===== config.mk =====
export PLATFORM = sky130hd
export DESIGN_NAME = wb_spi_regs_flat
export DESIGN_NICKNAME = d
export VERILOG_FILES = /design/src/rtl/wb_spi_regs_pkg.sv /design/src/rtl/wb_spi_regs_if.sv /design/src/rtl/wb_spi_regs_bytereg.sv /design/src/rtl/wb_spi_regs.sv /design/src/flat_wrapper.sv
export SDC_FILE = /design/constraint.sdc
export NUM_CORES = 1
export LEC_CHECK = 0
export CAP_MARGIN = 30
export CORE_AREA = 2 2 171 173
export DETAILED_ROUTE_END_ITERATION = 16
export DIE_AREA = 0 0 173 175
export PLACE_DENSITY = 0.85
export SLEW_MARGIN = 20
export SYNTH_ARGS = -nofsm -noshare
export SYNTH_HDL_FRONTEND = slang
export SYNTH_SLANG_ARGS = --single-unit

===== constraint.sdc =====
create_clock -name wb_clk_i -period 1.7 [get_ports wb_clk_i]
set_input_delay 0.255 -clock wb_clk_i [delete_from_list [all_inputs] [get_ports wb_clk_i]]
set_output_delay 0.255 -clock wb_clk_i [all_outputs]
set_load 0.02 [all_outputs]

===== src/rtl/wb_spi_regs_pkg.sv =====
// wb_spi_pkg: shared constants for the Wishbone SPI register block.
// Register map indices, CTRL bit positions and data widths.
package wb_spi_pkg;

    localparam int CTRL_W  = 14;
    localparam int RXTX_W  = 128;

    localparam logic [2:0] REG_RX0      = 3'd0;
    localparam logic [2:0] REG_RX1      = 3'd1;
    localparam logic [2:0] REG_RX2      = 3'd2;
    localparam logic [2:0] REG_RX3      = 3'd3;
    localparam logic [2:0] REG_CTRL     = 3'd4;
    localparam logic [2:0] REG_DIVIDER  = 3'd5;
    localparam logic [2:0] REG_SS       = 3'd6;
    localparam logic [2:0] REG_UNMAPPED = 3'd7;

    localparam int CTRL_GO     = 8;
    localparam int CTRL_RX_NEG = 9;
    localparam int CTRL_TX_NEG = 10;
    localparam int CTRL_LSB    = 11;
    localparam int CTRL_IE     = 12;
    localparam int CTRL_ASS    = 13;

    // Implemented CTRL bits: CHAR_LEN[6:0] and [13:8]; bit 7 always reads 0.
    localparam logic [CTRL_W-1:0] CTRL_WMASK = 14'h3F7F;
    localparam logic [CTRL_W-1:0] CTRL_GO_MASK = 14'h0100;

endpackage


===== src/rtl/wb_spi_regs_if.sv =====
// Wishbone classic bus bundle for the SPI register block.
// master = bus initiator, slave = wb_spi_regs.
interface wb_spi_regs_if;
    logic [4:0]  adr_i;
    logic [31:0] dat_i;
    logic [31:0] dat_o;
    logic [3:0]  sel_i;
    logic        we_i;
    logic        stb_i;
    logic        cyc_i;
    logic        ack_o;
    logic        err_o;

    modport master (output adr_i, dat_i, sel_i, we_i, stb_i, cyc_i,
                    input  dat_o, ack_o, err_o);
    modport slave  (input  adr_i, dat_i, sel_i, we_i, stb_i, cyc_i,
                    output dat_o, ack_o, err_o);
endinterface


===== src/rtl/wb_spi_regs_bytereg.sv =====
// wb_spi_bytereg: W-bit register with byte-enable write, write inhibit
// and a per-bit clear that takes priority over the write.
module wb_spi_bytereg #(
    parameter int W = 32
) (
    input  logic                   clk,
    input  logic                   rst_n,
    input  logic                   i_we,
    input  logic                   i_inhibit,
    input  logic [((W+7)/8)-1:0]   i_sel,
    input  logic [W-1:0]           i_d,
    input  logic [W-1:0]           i_clr,
    output logic [W-1:0]           o_q
);

    logic [W-1:0] r_q;
    logic [W-1:0] w_merge;

    // Per-bit merge of new data where the owning byte lane is enabled.
    for (genvar g = 0; g < W; g++) begin : g_merge
        assign w_merge[g] = i_sel[g/8] ? i_d[g] : r_q[g];
    end

    // Register update: clear mask wins, inhibited writes are dropped.
    always_ff @(posedge clk or negedge rst_n) begin
        if (!rst_n) begin
            r_q <= '0;
        end else if (i_we && !i_inhibit) begin
            r_q <= w_merge & ~i_clr;
        end else begin
            r_q <= r_q & ~i_clr;
        end
    end

    assign o_q = r_q;

endmodule


===== src/rtl/wb_spi_regs.sv =====
// wb_spi_regs: Wishbone classic responder and register file for the SPI
// controller. Define WB_SPI_ERR_EN to return wb_err_o for accesses to
// address 7 and for writes with no byte enables.
module wb_spi_regs
    import wb_spi_pkg::*;
#(
    parameter int SS_NB = 8,
    parameter int DIV_W = 16
) (
    input  logic                wb_clk_i,
    input  logic                wb_rst_i,
    wb_spi_regs_if.slave        wb,
    output logic                wb_int_o,
    output logic                go_o,
    input  logic                done_i,
    input  logic [RXTX_W-1:0]   rx_data_i,
    output logic [RXTX_W-1:0]   tx_data_o,
    output logic [CTRL_W-1:0]   ctrl_o,
    output logic [DIV_W-1:0]    divider_o,
    output logic [SS_NB-1:0]    ss_o
);

    logic [2:0]          w_idx;
    logic                w_access;
    logic                w_bad;
    logic                w_ok;
    logic                w_wr;
    logic                w_busy;
    logic                w_done;
    logic [31:0]         w_rd;
    logic [CTRL_W-1:0]   w_ctrl;
    logic [CTRL_W-1:0]   w_ctrl_clr;
    logic                w_unused_adr;

    logic                r_ack;
    logic                r_err;
    logic [31:0]         r_dat;
    logic                r_int;
    logic [RXTX_W-1:0]   r_rx;

    assign w_idx        = wb.adr_i[4:2];
    assign w_unused_adr = ^wb.adr_i[1:0];
    assign w_access     = wb.cyc_i & wb.stb_i & ~r_ack & ~r_err;
    assign w_busy       = w_ctrl[CTRL_GO];
    assign w_done       = done_i & w_busy;
    assign w_ok         = w_access & ~w_bad;
    assign w_wr         = w_ok & wb.we_i;
    assign w_ctrl_clr   = w_done ? CTRL_GO_MASK : {CTRL_W{1'b0}};

    // Classify accesses that get an error response instead of an ack.
    always_comb begin
        w_bad = 1'b0;
`ifdef WB_SPI_ERR_EN
        if ((w_idx == REG_UNMAPPED) || (wb.we_i && (wb.sel_i == 4'b0000))) begin
            w_bad = 1'b1;
        end else begin
            w_bad = 1'b0;
        end
`endif
    end

    for (genvar t = 0; t < 4; t++) begin : g_tx
        wb_spi_bytereg #(.W(32)) u_tx (
            .clk       (wb_clk_i),
            .rst_n     (wb_rst_i),
            .i_we      (w_wr & (w_idx == 3'(t))),
            .i_inhibit (w_busy),
            .i_sel     (wb.sel_i),
            .i_d       (wb.dat_i),
            .i_clr     (32'h0000_0000),
            .o_q       (tx_data_o[32*t +: 32])
        );
    end

    wb_spi_bytereg #(.W(CTRL_W)) u_ctrl (
        .clk       (wb_clk_i),
        .rst_n     (wb_rst_i),
        .i_we      (w_wr & (w_idx == REG_CTRL)),
        .i_inhibit (w_busy),
        .i_sel     (wb.sel_i[1:0]),
        .i_d       (wb.dat_i[CTRL_W-1:0] & CTRL_WMASK),
        .i_clr     (w_ctrl_clr),
        .o_q       (w_ctrl)
    );

    wb_spi_bytereg #(.W(DIV_W)) u_div (
        .clk       (wb_clk_i),
        .rst_n     (wb_rst_i),
        .i_we      (w_wr & (w_idx == REG_DIVIDER)),
        .i_inhibit (w_busy),
        .i_sel     (wb.sel_i[((DIV_W+7)/8)-1:0]),
        .i_d       (wb.dat_i[DIV_W-1:0]),
        .i_clr     ({DIV_W{1'b0}}),
        .o_q       (divider_o)
    );

    wb_spi_bytereg #(.W(SS_NB)) u_ss (
        .clk       (wb_clk_i),
        .rst_n     (wb_rst_i),
        .i_we      (w_wr & (w_idx == REG_SS)),
        .i_inhibit (w_busy),
        .i_sel     (wb.sel_i[((SS_NB+7)/8)-1:0]),
        .i_d       (wb.dat_i[SS_NB-1:0]),
        .i_clr     ({SS_NB{1'b0}}),
        .o_q       (ss_o)
    );

    // Read data mux; unimplemented bits and the unmapped slot read 0.
    always_comb begin
        w_rd = 32'h0000_0000;
        case (w_idx)
            REG_RX0:     w_rd = r_rx[31:0];
            REG_RX1:     w_rd = r_rx[63:32];
            REG_RX2:     w_rd = r_rx[95:64];
            REG_RX3:     w_rd = r_rx[127:96];
            REG_CTRL:    w_rd = 32'(w_ctrl);
            REG_DIVIDER: w_rd = 32'(divider_o);
            REG_SS:      w_rd = 32'(ss_o);
            default:     w_rd = 32'h0000_0000;
        endcase
    end

    // Bus response, RX capture and interrupt flag (set beats clear).
    always_ff @(posedge wb_clk_i or negedge wb_rst_i) begin
        if (!wb_rst_i) begin
            r_ack <= 1'b0;
            r_err <= 1'b0;
            r_dat <= 32'h0000_0000;
            r_int <= 1'b0;
            r_rx  <= {RXTX_W{1'b0}};
        end else begin
            r_ack <= w_ok;
            r_err <= w_access & w_bad;
            if (w_ok) begin
                r_dat <= w_rd;
            end
            if (w_done & w_ctrl[CTRL_IE]) begin
                r_int <= 1'b1;
            end else if (w_ok) begin
                r_int <= 1'b0;
            end
            if (w_done) begin
                r_rx <= rx_data_i;
            end
        end
    end

    assign wb.ack_o = r_ack;
`ifdef WB_SPI_ERR_EN
    assign wb.err_o = r_err;
`else
    assign wb.err_o = 1'b0;
`endif
    assign wb.dat_o = r_dat;
    assign wb_int_o = r_int;
    assign go_o     = w_ctrl[CTRL_GO];
    assign ctrl_o   = w_ctrl;

endmodule

===== src/flat_wrapper.sv =====
// flat-port wrapper written by rule: the top's interface ports become plain ports
module wb_spi_regs_flat import wb_spi_pkg::*;
#(
    parameter int SS_NB = 8,
    parameter int DIV_W = 16
)
  (wb_clk_i, wb_rst_i, wb_int_o, go_o, done_i, rx_data_i, tx_data_o, ctrl_o, divider_o, ss_o, wb_adr_i, wb_dat_i, wb_sel_i, wb_we_i, wb_stb_i, wb_cyc_i, wb_dat_o, wb_ack_o, wb_err_o);
  wb_spi_regs_if wb_i ();
  input  logic wb_clk_i;
  input  logic wb_rst_i;
  output logic wb_int_o;
  output logic go_o;
  input  logic done_i;
  input  logic [RXTX_W-1:0] rx_data_i;
  output logic [RXTX_W-1:0] tx_data_o;
  output logic [CTRL_W-1:0] ctrl_o;
  output logic [DIV_W-1:0] divider_o;
  output logic [SS_NB-1:0] ss_o;
  input wire logic [$bits(wb_i.adr_i)-1:0] wb_adr_i;
  input wire logic [$bits(wb_i.dat_i)-1:0] wb_dat_i;
  input wire logic [$bits(wb_i.sel_i)-1:0] wb_sel_i;
  input wire logic [$bits(wb_i.we_i)-1:0] wb_we_i;
  input wire logic [$bits(wb_i.stb_i)-1:0] wb_stb_i;
  input wire logic [$bits(wb_i.cyc_i)-1:0] wb_cyc_i;
  output wire logic [$bits(wb_i.dat_o)-1:0] wb_dat_o;
  output wire logic [$bits(wb_i.ack_o)-1:0] wb_ack_o;
  output wire logic [$bits(wb_i.err_o)-1:0] wb_err_o;
  assign wb_i.adr_i = wb_adr_i;
  assign wb_i.dat_i = wb_dat_i;
  assign wb_i.sel_i = wb_sel_i;
  assign wb_i.we_i = wb_we_i;
  assign wb_i.stb_i = wb_stb_i;
  assign wb_i.cyc_i = wb_cyc_i;
  assign wb_dat_o = wb_i.dat_o;
  assign wb_ack_o = wb_i.ack_o;
  assign wb_err_o = wb_i.err_o;
  wb_spi_regs #(.SS_NB(SS_NB), .DIV_W(DIV_W)) u_core (.wb_clk_i(wb_clk_i), .wb_rst_i(wb_rst_i), .wb(wb_i), .wb_int_o(wb_int_o), .go_o(go_o), .done_i(done_i), .rx_data_i(rx_data_i), .tx_data_o(tx_data_o), .ctrl_o(ctrl_o), .divider_o(divider_o), .ss_o(ss_o));
endmodule

Word level (Yosys, flattened, before mapping)

Cells that the tools add are included.

Input bits: 175
Output and inout bits: 202
Word-level logic and storage cells: 94
Flip-flop bits (word level): 328

Mux-type cells: 19
Equal/unequal tests: 6
Reductions and logical operators: 29
Bitwise gates (word level): 16

Operator list:

| cell                 | count |
|---|---|
| $pmux W32 S7         | 1 |
| $reduce_and A2 Y1    | 19 |
| $and A14 B14 Y14     | 2 |
| $mux W1              | 16 |
| $mux W14             | 1 |
| $not A14 Y14         | 1 |
| $and A1 B1 Y1        | 12 |
| $eq A3 B3 Y1 const B | 3 |
| $mux W9              | 1 |
| $logic_and A1 B1 Y1  | 7 |
| $eq A3 B2 Y1 const B | 2 |
| $eq A3 B1 Y1 const B | 1 |
| $logic_not A3 Y1     | 1 |
| $reduce_bool A2 Y1   | 1 |
| $logic_not A1 Y1     | 1 |
| $not A1 Y1           | 1 |

Logic depth before layout (Yosys ltp)

Gate-level depths: netlist of run 1.

Depth in word-level cells: 6
Depth in mapped cells: 7
Gate-level depth less buffers: 4

Hierarchy

Synthesis of run 1 repeated with hierarchy kept, for this count alone.

Cells, all modules: 1,209
Area, all modules: 15,676.3 um^2

By module, submodules not included:

| module                                    | times used | cells each | area an instance (um^2) |
|---|---|---|---|
| wb_spi_regs                               | 1          | 503        | 7,363.3 |
| wb_spi_bytereg at u_core.g_tx[0].u_tx ... | 4          | 136        | 1,601.5 |
| wb_spi_bytereg at u_core.u_div            | 1          | 68         | 800.8 |
| wb_spi_bytereg at u_core.u_ctrl           | 1          | 60         | 705.7 |
| wb_spi_bytereg at u_core.u_ss             | 1          | 34         | 400.4 |

Worst setup path before layout of run 1

No wires, ideal clock.

Kind: register -> register
Start point: reg u_core.u_ctrl.r_q[8], in the netlist u_core.u_ctrl.o_q[8]
End point: reg u_core.u_ss.r_q[0], in the netlist u_core.u_ss.o_q[0]
Required time: 1,575 ps
Cell stages (with the launch flop): 6
Data arrival time: 1,551 ps
Setup time: 125 ps
Path buffers: 1
Slack: 24 ps
Path through: dfrtp_1 -> and4bb_1 -> and3_1 -> buf_6 -> nand4b_4 -> mux2_2

Cells in the longest elaborated chain, start to end: 3

Ends and longest elaborated chain:

| element                            | line                      | source |
|---|---|---|
| from (decl)                        | wb_spi_regs_bytereg.sv:16 | `logic [W-1:0] r_q;` |
| from (signal assigned)             | wb_spi_regs_bytereg.sv:29 | `r_q <= w_merge & ~i_clr;` |
| from (signal assigned)             | wb_spi_regs_bytereg.sv:31 | `r_q <= r_q & ~i_clr;` |
| $logic_not A1 Y1                   | wb_spi_regs_bytereg.sv:28 | `end else if (i_we && !i_inhibit) begin` |
| $logic_and A1 B1 Y1                | wb_spi_regs_bytereg.sv:28 |  |
| $reduce_and A2 Y1 (no source line) | -                         |  |
| to (signal assigned)               | wb_spi_regs_bytereg.sv:29 |  |
| to (signal assigned)               | wb_spi_regs_bytereg.sv:31 |  |
| to (decl)                          | wb_spi_regs_bytereg.sv:16 |  |

No other way between the ends.
A chain may end at the register's enable or synchronous reset.

Final worst setup path of run 1

Start point: reg u_core.r_ack, in the netlist u_core.wb.ack_o
End point: reg u_core.u_ss.r_q[4], in the netlist u_core.u_ss.o_q[4]

Cells in the longest elaborated chain, start to end: 6

Ends and longest elaborated chain:

| element                            | line                      | source |
|---|---|---|
| from (decl)                        | wb_spi_regs.sv:35         | `logic r_ack;` |
| from (signal assigned)             | wb_spi_regs.sv:132        | `r_ack <= w_ok;` |
| $not A1 Y1                         | wb_spi_regs.sv:43         | `assign w_access = wb.cyc_i & wb.stb_i & ~r_ack & ~r_err;` |
| $and A1 B1 Y1                      | wb_spi_regs.sv:43         |  |
| $and A1 B1 Y1                      | wb_spi_regs.sv:47         | `assign w_wr = w_ok & wb.we_i;` |
| $and A1 B1 Y1                      | wb_spi_regs.sv:100        | `.i_we (w_wr & (w_idx == REG_SS)),` |
| $logic_and A1 B1 Y1                | wb_spi_regs_bytereg.sv:28 |  |
| $reduce_and A2 Y1 (no source line) | -                         |  |

No other way between the ends.

==> reports/qor.txt, run 1 <==
Status = finished, violations left
Violated checks = negative setup slack
Most used cell, CP = buf_6
Initial antenna violation count = 7
Final instance area = 19600 sq um
Die area = 30300 sq um
Worst setup EP type = flip-flop
Routed len/inst = 22.9 microns
CP Max Fanout = 8
Max Buffers Root-to-Sink = 3
Via-to-Cell Ratio = 5.45
Reg clk slew, reported paths = 0.06 ns
Synthesized instance count = 884
Pre-CTS setup slack = -0.538 ns
Grt met1 use = 32.5%
Root buffer cell = clkbuf_16
Crit start category = flip-flop
Largest family of logic cells by synthesized area = multiplexers
DR pass1 iterations = 6
WP data arrival = 2.29 ns
Dpl hpwl = 28300 microns
Clk_skew = 0.0153 ns
Count of final hold-check violations = 0
Layout cells sized above 1 = 35.5%
Clk sinks = 327
IO Port Bufs = 372
Die Ht = 175 microns
Iter 0 DRT Violations = 495
Slowest CP cell = dfrtp_1
Tmin final = 1.91 ns
Vias in the first global route = 10261
HP Class = input pin to async pin
Max_cap viols = 0
Peak Freq = 524 MHz
Final WS setup = -0.208 ns
Row Count = 62
Largest net degree at the start of global routing = 69
CP Class = flip-flop to flip-flop
Sequential share of the synthesized area = 60.5%
Critical Path RT = 2.08 ns
First-pass GRT wire length = 61200 microns
Max IR drop VDD = 710 uV
Clock Latency Late Sink = 0.51 ns
Unique masters post-synth = 39
Chip Width = 173 microns
Tot GR Track Use = 26.2%
Simple-gate area share of the yosys netlist = 4.39%
Cell chain of the critical path = and4bb_2 > buf_6 > and3_4 > buf_6 > nand4b_4 > mux2_4
Flop and latch count out of synthesis = 327
Compound-gate portion of the synthesized area = 3.92%
Initial Utilization = 47.6%
NumNets Final = 1494
Final setup viols = 164
Area grow syn2layout = 45.1%
Placer Congestion = 0.827
Commonest non-fill, non-tap cell in the layout = dfrtp_1
Crit path largest cell delay = 0.42 ns
Leak = 9.78 nW
XOR/XNOR Fraction of Synth Area = 0%
Most Crowded Layer GR = met2
Most frequent cells in the layout = dfrtp_1 (327), mux2_2 (283), dlygate4sd2_1 (200)
Post-synthesis cell area = 13500 sq um
GR Layer Usage met3 = 6.11%
DRT Wirelength = 39700 microns
Area of the core = 28400 sq um
Worst-margin pin slew = 0.651 ns
Number of remaining DRC errors = 0
Total CTS buffers = 36
Power Total = 20.9 mW
Via count = 9437
Total grt overflow = 0
Slew margin rel. = 56.4%
Final Max Slew Viols = 0
Mux share of post-synthesis cell area = 29.1%
CTS tree = done
Placed inst area = 18100 sq um
IO Pins = 377
Pwr/cell area = 1070 nW/um^2
ANT nets after route = 0
Syn Area/Cell = 15.3 sq um
GRT met2 Usage = 44.1%
Synth warnings = 0
CTS H-tree depth = 2
Final Cycle Share = 112%
Adder-Cell Fraction of Synth Area = 0%
RSZ-0062 raised after global routing = yes
-- synthesized netlist by cell type --
| library cell | number | share of area [%] |
|---|---|---|
| buf_4 | 8 | 0.44 |
| clkbuf_1 | 13 | 0.36 |
| nand3_1 | 2 | 0.074 |
| inv_1 | 4 | 0.11 |
| inv_2 | 1 | 0.028 |
| mux2i_1 | 21 | 1.6 |
| nand4b_1 | 14 | 0.91 |
| buf_2 | 27 | 1.0 |
| nand2b_1 | 2 | 0.093 |
| nand2_2 | 19 | 0.88 |
| nor3b_2 | 2 | 0.19 |
| dfrtp_1 | 327 | 61 |
| conb_1 | 1 | 0.028 |
| nor4_1 | 1 | 0.046 |
| and3_1 | 5 | 0.23 |
| a221oi_1 | 1 | 0.065 |
| o22ai_1 | 2 | 0.093 |
| nor3_2 | 1 | 0.074 |
| a22oi_1 | 5 | 0.28 |
| nor2_4 | 1 | 0.083 |
| nor2_2 | 2 | 0.093 |
| a21oi_1 | 11 | 0.41 |
| o211ai_1 | 8 | 0.44 |
| and2_1 | 1 | 0.046 |
| a22o_1 | 19 | 1.2 |
| nand2_1 | 20 | 0.56 |
| a221o_1 | 1 | 0.074 |
| mux2_1 | 9 | 0.75 |
| mux2_2 | 286 | 24 |
| nor2_1 | 4 | 0.11 |
| and4bb_1 | 1 | 0.093 |
| nor2b_1 | 3 | 0.14 |
| nand3b_1 | 11 | 0.61 |
| o21ai_0 | 26 | 0.96 |
| mux4_2 | 18 | 3.0 |
| a32o_1 | 2 | 0.15 |
| a222oi_1 | 3 | 0.22 |
| nand4b_4 | 1 | 0.18 |
| buf_6 | 1 | 0.083 |
-- final cells by class --
class,instances,area (sq um)
Inverter,5,18.8
Clock buffer,53,1080
Tap cell,384,480
Sequential cell,327,8180
Antenna cell,6,15.0
Fill cell,1999,8770
Clock inverter,9,103
Multi-Input combinational cell,504,5410
Timing Repair Buffer,445,4340
-- through the flow --
| stage | hold WS, ns | util [%] | instances | TNS, ns |
|---|---|---|---|---|
| finish | 0.270 | 69.1 | 1733 | -23.58 |
| CTS | 0.260 | 68.7 | 1723 | -13.27 |
| global placement | 0.207 | 63.6 | 1650 | -68.01 |
| floorplan | -0.0406 | - | 885 | 0 |
| detailed placement | 0.211 | 63.6 | 1650 | -72.71 |
| global route | 0.305 | 69.1 | 1732 | -26.20 |
-- flip-flops by register name, summed over array words and instances, names as in the netlist --
name                  flops
u_core.g_tx.u_tx.o_q    128
u_core.r_rx             128
u_core.u_ctrl.o_q        13
u_core.u_div.o_q         16
u_core.u_ss.o_q           8
u_core.wb.ack_o           1
u_core.wb.dat_o          32
u_core.wb_int_o           1
-- report_power, final --
group | total [mW] | internal (mW) | switching [mW]
sequential | 9.36 | 8.77 | 0.594
combinational | 3.82 | 1.93 | 1.89
clock | 7.75 | 4.68 | 3.07
total | 20.9 | 15.4 | 5.55
-- final timing paths --
| kind | from | end | slack, ns | cells past startpoint |
|---|---|---|---|---|
| hold reg to reg | u_core.wb.dat_o[4]$_DFFE_PN0P_ | u_core.wb.dat_o[4]$_DFFE_PN0P_ | 0.48 | 2 |
| max in group asynchronous | wb_rst_i | u_core.g_tx[1].u_tx.o_q[18]$_DFFE_PN0P_ | 0.70 | 3 |
| min in group wb_clk_i | rx_data_i[102] | u_core.r_rx[102]$_DFFE_PN0N_ | 0.36 | 2 |
| setup reg to reg | u_core.wb.ack_o$_DFF_PN0_ | u_core.u_ss.o_q[4]$_DFFE_PN0P_ | -0.21 | 6 |
| setup / recovery | u_core.wb.ack_o$_DFF_PN0_ | u_core.u_ss.o_q[4]$_DFFE_PN0P_ | -0.21 | 6 |
| hold / removal | wb_rst_i | u_core.r_rx[81]$_DFFE_PN0N_ | 0.27 | 2 |
-- cell families after synthesis --
group | after synthesis
AO/OA/AOI/OAI | 78
buffers and inverters | 54
flip-flops | 327
multiplexers | 334
other | 1
AND/OR/NAND/NOR | 90
-- per-layer routing --
metal	share of wire, %	routed length, microns	vias to the layer above
met5	0.033	13	-
li1	-	-	4115
met3	7.0	2800	107
met4	4.7	1880	2
met2	49	19400	404
met1	39	15600	4809
-- critical path: cells and delay by family, from the launching register on --
| family | cells | cell delay (ns) |
|---|---|---|
| flops | 1 | 0.42 |
| mux | 1 | 0.36 |
| buf+inv | 2 | 0.23 |
| simple gates | 3 | 0.75 |
-- what timing repair did --
item                                   CTS  global route
gates resized for setup                257            10
setup endpoints to repair              364           165
endpoints found under the hold margin   42             0
hold buffers                             1             0
buffers inserted                        10             4
pin swaps                                6             0
(Power assumes the default switching activity.)
==> run 2: changes to the inputs <==
Settings changed: SKIP_LAST_GASP set to 1.
==> run 2 against run 1 <==
  * The flow still finishes with violations (negative setup slack)
  * Fmax grew 0.28%
  * Highest routed layer unchanged
  * Setup slack improved by 0.0054 ns
  * Die area unchanged
  * Largest cell class unchanged
==> reports/qor.txt, run 2 (synthesis gave the netlist of run 1 again) <==
Routed len/inst = 22.9 microns (about the same)
Most used cell, CP = buf_6
Iter 0 DRT Violations = 530 (+7.1%)
Via-to-Cell Ratio = 5.46 (+0.21%)
Critical Path RT = 2.08 ns (about the same)
CTS H-tree depth = 2 (unchanged)
Max Buffers Root-to-Sink = 3 (unchanged)
Final Max Slew Viols = 0 (unchanged)
Tot GR Track Use = 26.2% (-0.053 points)
First-pass GRT wire length = 61200 microns (about the same)
Total grt overflow = 0 (unchanged)
Crit path largest cell delay = 0.41 ns (about the same)
IO Port Bufs = 372 (unchanged)
Largest net degree at the start of global routing = 69 (unchanged)
Worst setup EP type = flip-flop
Slew margin rel. = 56.3% (-0.13 points)
Via count = 9457 (+0.21%)
DP Cell Count = 1650 (unchanged)
Clock Latency Late Sink = 0.51 ns (about the same)
Placer Congestion = 0.827 (unchanged)
Dpl hpwl = 28300 microns (unchanged)
Commonest non-fill, non-tap cell in the layout = dfrtp_1
CTS tree = done
Violated checks = negative setup slack
Chip Width = 173 microns (unchanged)
RSZ-0062 raised after global routing = yes
Clk sinks = 327 (unchanged)
Fillers = 2000 (+0.050%)
R2R Setup Slk = -0.20 ns (about the same)
Crit start category = flip-flop
Peak Freq = 526 MHz (+0.28%)
NumNets Final = 1494 (unchanged)
Die area = 30300 sq um (unchanged)
Worst reg2reg startpoint = u_core.wb.ack_o$_DFF_PN0_
WP data arrival = 2.28 ns (about the same)
Die Ht = 175 microns (unchanged)
DR pass1 iterations = 4 (-2)
Status = finished, violations left
Final setup viols = 164 (unchanged)
Worst-margin pin slew = 0.653 ns (+0.00194 ns)
Vias in the first global route = 10277 (+0.16%)
FF-to-FF path depth = 6 (unchanged)
Layout cells sized above 1 = 35.5% (unchanged)
IO Pins = 377 (unchanged)
Count of final hold-check violations = 0 (unchanged)
Finished Layout Cells = 1733 (unchanged)
Final instance area = 19600 sq um (about the same)
Buffers plus inverters on the worst setup path = 2 (unchanged)
Row Count = 62 (unchanged)
Root buffer cell = clkbuf_16
Register area = 8180 sq um (unchanged)
Number of remaining DRC errors = 0 (unchanged)
Cell chain of the critical path = and4bb_2 > buf_6 > and3_4 > buf_6 > nand4b_4 > mux2_4
Pre-CTS setup slack = -0.538 ns (unchanged)
Max_cap viols = 0 (unchanged)
ANT nets after route = 0 (unchanged)
Clk network pwr share = 37.0% (about the same)
P_sw = 5.55 mW (about the same)
Clk_skew = 0.0153 ns (+0.0000421 ns)
CP Max Fanout = 8 (unchanged)
Most frequent cells in the layout = dfrtp_1 (327), mux2_2 (284), dlygate4sd2_1 (200)
Initial Utilization = 47.6% (unchanged)
Pwr/cell area = 1070 nW/um^2 (about the same)
Reg clk slew, reported paths = 0.06 ns (about the same)
Multi-input gate area = 5400 sq um (about the same)
P_int = 15.4 mW (about the same)
RR Endpoint = u_core.u_ss.o_q[4]$_DFFE_PN0P_
Net Sw Frac = 26.5% (about the same)
Area grow syn2layout = 45.0% (about the same)
Final WS setup = -0.203 ns (+0.00540 ns)
Total CTS buffers = 36 (unchanged)
Crit path max-delay family = simple AND/OR/NAND/NOR gates
Slowest CP cell = dfrtp_1
Placed inst area = 18100 sq um (unchanged)
Combinational share of power = 18.2% (about the same)
Worst hold slack = 0.269 ns (-0.000976 ns)
Leak = 9.78 nW (about the same)
DRT Wirelength = 39700 microns (about the same)
Final Cycle Share = 112% (-0.32 points)
Area of the core = 28400 sq um (unchanged)
Max IR drop VDD = 709 uV (-0.16%)
HP Class = input pin to async pin
Tmin final = 1.90 ns (-0.00540 ns)
Initial antenna violation count = 7 (unchanged)
CP Class = flip-flop to flip-flop
Sequential share of power = 44.8% (about the same)
run 2: changes by cell type in the layout (fill, tap and decap cells not counted):
cell	before	now
mux2_4	12	11
mux2_2	283	284
run 2: worst max-delay path by stage:
stage	slack (ns)	endpoint	start	cells past startpoint
finish	-0.20	u_core.u_ss.o_q[4]$_DFFE_PN0P_	u_core.wb.ack_o$_DFF_PN0_	6
floorplan	0.02	u_core.u_ss.o_q[0]$_DFFE_PN0P_	u_core.u_ctrl.o_q[8]$_DFF_PN0_	5
global route	-0.22	u_core.u_div.o_q[0]$_DFFE_PN0P_	u_core.wb.ack_o$_DFF_PN0_	7
detailed placement	-0.54	u_core.g_tx[2].u_tx.o_q[25]$_DFFE_PN0P_	wb_stb_i	6
global placement	-0.49	u_core.g_tx[0].u_tx.o_q[17]$_DFFE_PN0P_	wb_stb_i	6
CTS	-0.16	u_core.u_ss.o_q[4]$_DFFE_PN0P_	u_core.wb.ack_o$_DFF_PN0_	6
run 2: area by class of cell:
| type | instances | area share (%) |
|---|---|---|
| clock buffers | 53 | 5.49 |
| repair buffers | 445 | 22.1 |
| well taps | 384 | 2.45 |
| clock inverters | 9 | 0.523 |
| inverters | 5 | 0.0957 |
| multi-input cells | 504 | 27.5 |
| flip-flops and latches | 327 | 41.7 |
| diodes | 6 | 0.0766 |
run 2: stage by stage:
stage               setup TNS, ns  power [mW]  utilization, %
finish                     -22.81        20.9            69.1
global route               -26.04        21.7            69.1
CTS                        -13.30        21.0            68.6
detailed placement         -72.71        13.6            63.6
global placement           -68.01        13.5            63.6
floorplan                       0        11.3               -
run 2: timing repair:
action / in CTS / in global routing
cloned: 0 / 0
resized for setup: 254 / 12
setup buffers: 10 / 4
hold buffers: 1 / 0
hold endpoints to repair: 42 / 0
setup endpoints to repair: 364 / 165
pin swaps: 6 / 0
run 2: power by group through the flow:
stage               clock network, mW  logic [mW]  registers [mW]
detailed placement                  0        4.11            9.49
CTS                              7.89        3.81            9.35
global route                     8.21        4.06            9.47
global placement                    0        4.01            9.44
floorplan                           0        1.25            10.0
finish                           7.74        3.81            9.37
run 2: layer usage:
metal	part of all wire (%)	global-route usage (%)	vias to the layer above
met5	0.028	0	-
met4	4.8	12.1	2
met3	6.7	6.05	101
met2	49	43.8	400
met1	40	32.5	4838
li1	-	-	4116
==> run 3: changes to the inputs <==
Settings changed: HOLD_SLACK_MARGIN set to 0.08.
==> results of run 3 <==
The final DEF is identical to that of run 2; final timing and power are the same.
